--- config.mk ---
export PLATFORM = sky130hd
export DESIGN_NAME = sdram_read
export DESIGN_NICKNAME = d
export VERILOG_FILES = /design/src/rtl/sdram_pkg.sv /design/src/rtl/sdram_rd_capture.sv /design/src/rtl/sdram_read.sv
export SDC_FILE = /design/constraint.sdc
export NUM_CORES = 1
export LEC_CHECK = 0
export CORE_UTILIZATION = 40
export CTS_BUF_LIST = sky130_fd_sc_hd__clkbuf_4 sky130_fd_sc_hd__clkbuf_8
export DETAILED_ROUTE_END_ITERATION = 10
export GPL_ROUTABILITY_DRIVEN = 0
export PLACE_DENSITY_LB_ADDON = 0.3
export SKIP_LAST_GASP = 1
export SYNTH_ARGS = -nofsm -noshare
export SYNTH_HDL_FRONTEND = slang
export SYNTH_HIERARCHICAL = 1
export SYNTH_SLANG_ARGS = --single-unit
--- constraint.sdc ---
create_clock -name sclk -period 3.15 [get_ports sclk]
set_input_delay 0.4725 -clock sclk [delete_from_list [all_inputs] [get_ports sclk]]
set_output_delay 0.4725 -clock sclk [all_outputs]
set_load 0.02 [all_outputs]
--- src/rtl/sdram_pkg.sv ---
// Shared SDRAM controller definitions: commands, widths, read-engine states.
// Imported by the read engine and its capture pipeline.
package sdram_pkg;

    localparam int ADDR_W = 12;
    localparam int BANK_W = 2;
    localparam int DATA_W = 16;
    localparam int COL_W  = 9;
    localparam int CMD_W  = 4;

    // {cs_n, ras_n, cas_n, we_n}
    localparam logic [CMD_W-1:0] CMD_NOP  = 4'b0111;
    localparam logic [CMD_W-1:0] CMD_ACT  = 4'b0011;
    localparam logic [CMD_W-1:0] CMD_READ = 4'b0101;
    localparam logic [CMD_W-1:0] CMD_PRE  = 4'b0010;
    localparam logic [CMD_W-1:0] CMD_AREF = 4'b0001;

    localparam logic [ADDR_W-1:0] A10_ALL = 12'h400;

    typedef enum logic [4:0] {
        S_IDLE = 5'b00001,
        S_ACT  = 5'b00010,
        S_RD   = 5'b00100,
        S_PRE  = 5'b01000,
        S_END  = 5'b10000
    } rd_state_t;

    function automatic logic [ADDR_W-1:0] col_addr(input logic [COL_W-1:0] c);
        return {{(ADDR_W-COL_W){1'b0}}, c};
    endfunction

endpackage

--- src/rtl/sdram_rd_capture.sv ---
// Read data capture: delays the per-word slot pulse by CAS latency plus the
// input register, and registers sdram_dq one cycle before the valid appears.
module sdram_rd_capture
    import sdram_pkg::*;
#(
    parameter int CAS_LAT = 3
) (
    input  logic              sclk,
    input  logic              s_rst_n,
    input  logic              slot,
    input  logic [DATA_W-1:0] sdram_dq,
    output logic [DATA_W-1:0] rd_data,
    output logic              rd_data_vld
);

    logic [CAS_LAT:0] pipe;

    always_ff @(posedge sclk or negedge s_rst_n) begin
        if (!s_rst_n) begin
            pipe    <= '0;
            rd_data <= '0;
        end else begin
            pipe <= {pipe[CAS_LAT-1:0], slot};
            // word is on the bus now; it leaves the register next cycle
            if (pipe[CAS_LAT-1]) begin
                rd_data <= sdram_dq;
            end
        end
    end

    assign rd_data_vld = pipe[CAS_LAT];

endmodule

--- src/rtl/sdram_read.sv ---
// SDRAM read-burst engine: ACTIVE, a run of READ bursts, PRECHARGE, with
// refresh and row-wrap breaks that keep the remaining work for the next grant.
module sdram_read
    import sdram_pkg::*;
#(
    parameter int BURST_LEN = 4,
    parameter int CAS_LAT   = 3,
    parameter int TRCD      = 2,
    parameter int TRP       = 2,
    parameter int RD_BURSTS = 4
) (
    input  logic              sclk,
    input  logic              s_rst_n,
    input  logic              rd_trig,
    input  logic              rd_en,
    input  logic              ref_req,
    output logic              rd_req,
    output logic              flag_rd_end,
    output logic [CMD_W-1:0]  rd_cmd,
    output logic [ADDR_W-1:0] rd_addr,
    output logic [BANK_W-1:0] bank_addr,
    input  logic [DATA_W-1:0] sdram_dq,
    output logic [DATA_W-1:0] rd_data,
    output logic              rd_data_vld
);

    rd_state_t         state;
    logic [7:0]        cnt;
    logic [7:0]        left;
    logic [ADDR_W-1:0] row;
    logic [COL_W-1:0]  col;
    logic              slot;

    always_ff @(posedge sclk or negedge s_rst_n) begin
        if (!s_rst_n) begin
            state       <= S_IDLE;
            cnt         <= '0;
            left        <= '0;
            row         <= '0;
            col         <= '0;
            rd_req      <= 1'b0;
            flag_rd_end <= 1'b0;
            rd_cmd      <= CMD_NOP;
            rd_addr     <= '0;
        end else begin
            rd_cmd      <= CMD_NOP;
            rd_addr     <= '0;
            flag_rd_end <= 1'b0;
            cnt         <= cnt + 8'd1;
            unique case (state)
                S_IDLE: begin
                    cnt <= '0;
                    if (rd_req && rd_en) begin
                        state   <= S_ACT;
                        rd_cmd  <= CMD_ACT;
                        rd_addr <= row;
                    end else if (!rd_req && rd_trig) begin
                        rd_req <= 1'b1;
                        left   <= 8'(RD_BURSTS);
                    end
                end
                S_ACT: begin
                    if (cnt == 8'(TRCD)) begin
                        state   <= S_RD;
                        cnt     <= '0;
                        rd_cmd  <= CMD_READ;
                        rd_addr <= col_addr(col);
                        col     <= col + COL_W'(BURST_LEN);
                        left    <= left - 8'd1;
                    end
                end
                S_RD: begin
                    if (cnt == 8'(BURST_LEN - 1)) begin
                        cnt <= '0;
                        // a READ went out this slot, so col==0 means it wrapped
                        if (col == '0) begin
                            row <= row + 12'd1;
                        end
                        if (left == '0 || ref_req || col == '0) begin
                            state   <= S_PRE;
                            rd_cmd  <= CMD_PRE;
                            rd_addr <= A10_ALL;
                        end else begin
                            rd_cmd  <= CMD_READ;
                            rd_addr <= col_addr(col);
                            col     <= col + COL_W'(BURST_LEN);
                            left    <= left - 8'd1;
                        end
                    end
                end
                S_PRE: begin
                    if (cnt == 8'(TRP)) begin
                        state       <= S_END;
                        flag_rd_end <= 1'b1;
                        if (left == '0) begin
                            rd_req <= 1'b0;
                        end
                    end
                end
                S_END: begin
                    state <= S_IDLE;
                end
                default: begin
                    state <= S_IDLE;
                end
            endcase
        end
    end

    assign bank_addr = '0;
    assign slot      = (state == S_RD);

    sdram_rd_capture #(
        .CAS_LAT (CAS_LAT)
    ) u_capture (
        .sclk        (sclk),
        .s_rst_n     (s_rst_n),
        .slot        (slot),
        .sdram_dq    (sdram_dq),
        .rd_data     (rd_data),
        .rd_data_vld (rd_data_vld)
    );

endmodule

==> impl_results.html <==
<table>
<tr><th>Metric</th><th>Value</th></tr>
<tr><th colspan="2">Run status</th></tr>
<tr><td>Result of the run</td><td>finished clean</td></tr>
<tr><th colspan="2">Cells and area</th></tr>
<tr><td>Sequential cell area</td><td>1930 sq um</td></tr>
<tr><td>Most common library cell in the layout ignoring fill and taps</td><td>sky130_fd_sc_hd__dfrtp_1</td></tr>
<tr><td>Top library cells by usage in the layout, fill and taps aside</td><td>sky130_fd_sc_hd__dfrtp_1, sky130_fd_sc_hd__clkdlybuf4s50_1, sky130_fd_sc_hd__nor2_1</td></tr>
<tr><td>Layout-stage area growth over the synthesis result</td><td>24.4%</td></tr>
<tr><td>Number of filler instances in the final layout</td><td>748</td></tr>
<tr><td>Post-route insts no fill</td><td>456</td></tr>
<tr><td>Multi-input logic area</td><td>1390 sq um</td></tr>
<tr><td>Ratio of cells with drive above 1 in the final layout</td><td>14.5%</td></tr>
<tr><td>Number of inserted diodes</td><td>0</td></tr>
<tr><td>Net count, final</td><td>373</td></tr>
<tr><th colspan="2">Logic synthesis</th></tr>
<tr><td>Share of flip-flops with an asynchronous set or reset after synthesis</td><td>100%</td></tr>
<tr><td>Portion of the post-synthesis area used by sequential elements</td><td>56.1%</td></tr>
<tr><td>Number of library cell types mapped by synthesis</td><td>48</td></tr>
<tr><td>Netlist area before placement</td><td>3440 sq um</td></tr>
<tr><td>Post-synth top flop</td><td>sky130_fd_sc_hd__dfrtp_1</td></tr>
<tr><td>Mapped Cells</td><td>287</td></tr>
<tr><td>YS warnings</td><td>6</td></tr>
<tr><td>Register bit total from synthesis</td><td>77</td></tr>
<tr><td>EDFF count, synth</td><td>0</td></tr>
<tr><td>Avg Synthesized Cell Area</td><td>12.0 sq um</td></tr>
<tr><th colspan="2">Setup path</th></tr>
<tr><td>R2R cell count</td><td>7</td></tr>
<tr><td>Sequence of cells on the critical path</td><td>inv_1 &gt; ha_1 &gt; nor4b_2 &gt; a21oi_1 &gt; a31o_2 &gt; nand2_4 &gt; mux2_4</td></tr>
<tr><td>Longest individual stage delay on the worst path</td><td>0.42 ns</td></tr>
<tr><td>Data arrival, critical path</td><td>2.54 ns</td></tr>
<tr><td>Type of element capturing the critical path</td><td>register</td></tr>
<tr><td>R2R Path End</td><td>col[3]$_DFFE_PN0P_</td></tr>
<tr><td>Critical path startpoint category</td><td>register</td></tr>
<tr><td>Register-to-Register Setup Slack</td><td>0.85 ns</td></tr>
<tr><td>Worst R2R Start</td><td>left[0]$_DFFE_PN0P_</td></tr>
<tr><td>Required time reported for the critical path endpoint</td><td>3.39 ns</td></tr>
<tr><td>Crit-path slowest cell</td><td>sky130_fd_sc_hd__nor4b_2</td></tr>
<tr><td>Start-to-end type of the worst setup path</td><td>register to register</td></tr>
<tr><td>Crit Path Max Fanout</td><td>10</td></tr>
<tr><th colspan="2">Clock tree</th></tr>
<tr><td>CTS Hold Buffers Added</td><td>0</td></tr>
<tr><td>Number of buffers created by CTS</td><td>9</td></tr>
<tr><td>TritonCTS clock tree</td><td>yes</td></tr>
<tr><td>Buffers inserted by post-CTS timing repair</td><td>0</td></tr>
<tr><td>Clk root buf</td><td>sky130_fd_sc_hd__clkbuf_8</td></tr>
<tr><td>Worst-Skew Late Latency</td><td>0.35 ns</td></tr>
<tr><td>Clk sink count</td><td>77</td></tr>
<tr><td>CTS H-tree lvls</td><td>3</td></tr>
<tr><td>Clock-pin transition on the worst setup and hold timing paths</td><td>0.08 ns</td></tr>
<tr><td>Max Buffers Root-to-Sink</td><td>2</td></tr>
<tr><td>Resize count post-CTS</td><td>0</td></tr>
<tr><th colspan="2">Die</th></tr>
<tr><td>Height of the die</td><td>94.7 um</td></tr>
<tr><td>Die extent in x</td><td>94.7 um</td></tr>
<tr><td>Area of the die</td><td>8980 sq um</td></tr>
<tr><td>Rows</td><td>33</td></tr>
<tr><td>Boundary pin count</td><td>58</td></tr>
<tr><td>Core ar.</td><td>8260 sq um</td></tr>
<tr><td>Initial Utilization</td><td>41.7%</td></tr>
<tr><th colspan="2">Route</th></tr>
<tr><td>Final WL</td><td>6.51 mm</td></tr>
<tr><td>Total vias in the final route</td><td>2,355</td></tr>
<tr><td>Number of detailed-route iterations in the first pass</td><td>5</td></tr>
<tr><td>Post-DRT Antenna Nets</td><td>0</td></tr>
<tr><td>Via-to-Cell Ratio</td><td>5.16</td></tr>
<tr><td>Drt initial violations</td><td>98</td></tr>
<tr><td>Average routed wire per standard cell</td><td>14.3 um</td></tr>
<tr><td>DRC errors left</td><td>0</td></tr>
<tr><th colspan="2">Flow run</th></tr>
<tr><td>Max cap viols</td><td>0</td></tr>
<tr><th colspan="2">Global route</th></tr>
<tr><td>Via count of the first global-routing pass</td><td>2,232</td></tr>
<tr><td>Overflow after GRT</td><td>0</td></tr>
<tr><td>Total track usage</td><td>15.7%</td></tr>
<tr><td>Maximum number of pins on one net before global-route repair</td><td>78</td></tr>
<tr><td>Initial antenna violation count</td><td>0</td></tr>
<tr><td>Wire length of the first global-routing pass</td><td>10.6 mm</td></tr>
<tr><th colspan="2">STA</th></tr>
<tr><td>Setup tns final</td><td>0 ns</td></tr>
<tr><td>Minimum clock period after layout</td><td>2.30 ns</td></tr>
<tr><td>Worst Clk Skew</td><td>0.00828 ns</td></tr>
<tr><td>Unrepaired setup endpoints after global routing</td><td>no</td></tr>
<tr><td>Least-Margin Pin Slew</td><td>0.980 ns</td></tr>
<tr><td>Final-report hold violation count</td><td>0</td></tr>
<tr><td>Final setup violation count</td><td>0</td></tr>
<tr><td>Tcrit/Tclk final</td><td>73.1%</td></tr>
<tr><td>Maximum clock frequency</td><td>434 MHz</td></tr>
<tr><td>Total count of max-transition violations in the final report</td><td>0</td></tr>
<tr><td>Headroom to the max-slew limit</td><td>34.5%</td></tr>
<tr><td>Hold WS</td><td>0.276 ns</td></tr>
<tr><td>Final critical-path setup slack</td><td>0.847 ns</td></tr>
<tr><th colspan="2">Placed design</th></tr>
<tr><td>Number of cells in the design after placement</td><td>440</td></tr>
<tr><td>Estimated wirelength of the detail-placed design</td><td>4.49 mm</td></tr>
<tr><td>Worst setup slack after placement</td><td>0.879 ns</td></tr>
<tr><td>Port bufs</td><td>54</td></tr>
<tr><th colspan="2">Worst hold path</th></tr>
<tr><td>Worst hold-check path type</td><td>input pin to async pin</td></tr>
<tr><th colspan="2">Power and ir drop</th></tr>
<tr><td>Reported leakage power</td><td>1.97 nW</td></tr>
<tr><td>Worst VDD drop</td><td>0.233 mV</td></tr>
<tr><td>Cell area power density</td><td>683 nW/um^2</td></tr>
</table>
[critical path: cells and delay by family, from the launching register on]
family	cells	cell delay (ns)
simple gates	2	0.55
fa+ha+maj	1	0.22
mux	1	0.30
compound gates	2	0.62
buf+inv	1	0.10
flops	1	0.40
[how the worst max path moves through the flow]
stage                         from             endpoint
2_1_floorplan  left[0]$_DFFE_PN0P_   col[3]$_DFFE_PN0P_
3_3_place_gp   left[0]$_DFFE_PN0P_   col[3]$_DFFE_PN0P_
3_5_place_dp   left[0]$_DFFE_PN0P_   col[3]$_DFFE_PN0P_
4_1_cts        left[0]$_DFFE_PN0P_   col[3]$_DFFE_PN0P_
5_1_grt        left[0]$_DFFE_PN0P_  left[6]$_DFFE_PN0P_
6_report       left[0]$_DFFE_PN0P_   col[3]$_DFFE_PN0P_
[cells by family after synthesis]
group	count (synthesis)	synth area share, %
other cells	1	0.109
simple gates	94	15.9
xor+xnor	24	6.11
flops	77	56.1
mux	19	7.75
fa+ha+maj	6	2.18
buf+inv	23	3.60
compound gates	43	8.25
[flip-flops by register name, indices dropped and copies added, names as in the netlist]
| signal | flops |
|---|---|
| flag_rd_end | 1 |
| left | 8 |
| u_capture/pipe | 4 |
| rd_req | 1 |
| state | 5 |
| rd_addr | 12 |
| col | 7 |
| u_capture/rd_data | 16 |
| rd_cmd | 3 |
| row | 12 |
| cnt | 8 |
[area by class of cell]
type,instances,area share [%]
Clock inverter,5,1.96
Multi-Input combinational cell,189,32.5
Tap cell,105,3.07
Timing Repair Buffer,54,12.6
Sequential cell,77,45.1
Clock buffer,11,3.39
Inverter,15,1.32
[per-stage QoR]
stage	total power, mW	instance area [sq um]	utilization (%)
after floorplan	1.78	3450	-
after global placement	2.09	4050	49.0
after detailed placement	2.11	4050	49.0
after CTS	2.96	4280	51.8
after global routing	3.08	4280	51.8
final	2.92	4280	51.8
[cell usage after synthesis, types with 2 or more instances]
cell	number	area share, %
sky130_fd_sc_hd__o211ai_1	3	0.65
sky130_fd_sc_hd__nor4_1	2	0.36
sky130_fd_sc_hd__mux2_4	11	4.8
sky130_fd_sc_hd__nand3_1	17	2.5
sky130_fd_sc_hd__dfrtp_1	73	53
sky130_fd_sc_hd__o21ai_0	6	0.87
sky130_fd_sc_hd__nor2_1	20	2.2
sky130_fd_sc_hd__and2_1	6	1.1
sky130_fd_sc_hd__nor4_2	2	0.73
sky130_fd_sc_hd__dfstp_2	4	3.1
sky130_fd_sc_hd__a21o_1	2	0.44
sky130_fd_sc_hd__a22o_1	7	1.8
sky130_fd_sc_hd__nand4b_1	2	0.51
sky130_fd_sc_hd__xor2_1	11	2.8
sky130_fd_sc_hd__nand4_1	5	0.91
sky130_fd_sc_hd__xnor2_1	13	3.3
sky130_fd_sc_hd__buf_4	3	0.65
sky130_fd_sc_hd__ha_1	6	2.2
sky130_fd_sc_hd__inv_1	15	1.6
sky130_fd_sc_hd__nand3b_1	3	0.65
sky130_fd_sc_hd__nor3_1	4	0.58
sky130_fd_sc_hd__and3_1	7	1.3
sky130_fd_sc_hd__buf_2	2	0.29
sky130_fd_sc_hd__nand2_1	13	1.4
sky130_fd_sc_hd__nand2b_1	2	0.36
sky130_fd_sc_hd__o22ai_1	7	1.3
sky130_fd_sc_hd__mux2_2	7	2.3
sky130_fd_sc_hd__and3_2	3	0.65
sky130_fd_sc_hd__a21oi_1	12	1.7
[where the power goes]
| part | leakage [nW] | switching, mW | total, mW | internal [mW] |
|---|---|---|---|---|
| Combinational | 0.814 | 0.435 | 0.831 | 0.396 |
| Sequential | 1.04 | 0.120 | 1.25 | 1.13 |
| Clock | 0.109 | 0.361 | 0.839 | 0.478 |
| Total | 1.97 | 0.916 | 2.92 | 2.01 |
[layer usage]
layer  vias to the layer above  track usage [%]  part of all wire [%]
li1                       1127                -                     -
met1                      1160             21.9                    50
met2                        59             22.6                    44
met3                         9             3.30                   4.4
met4                         0             8.59                   1.8
met5                         -                0                     0
No activity file was read; power rests on OpenSTA's default activity.
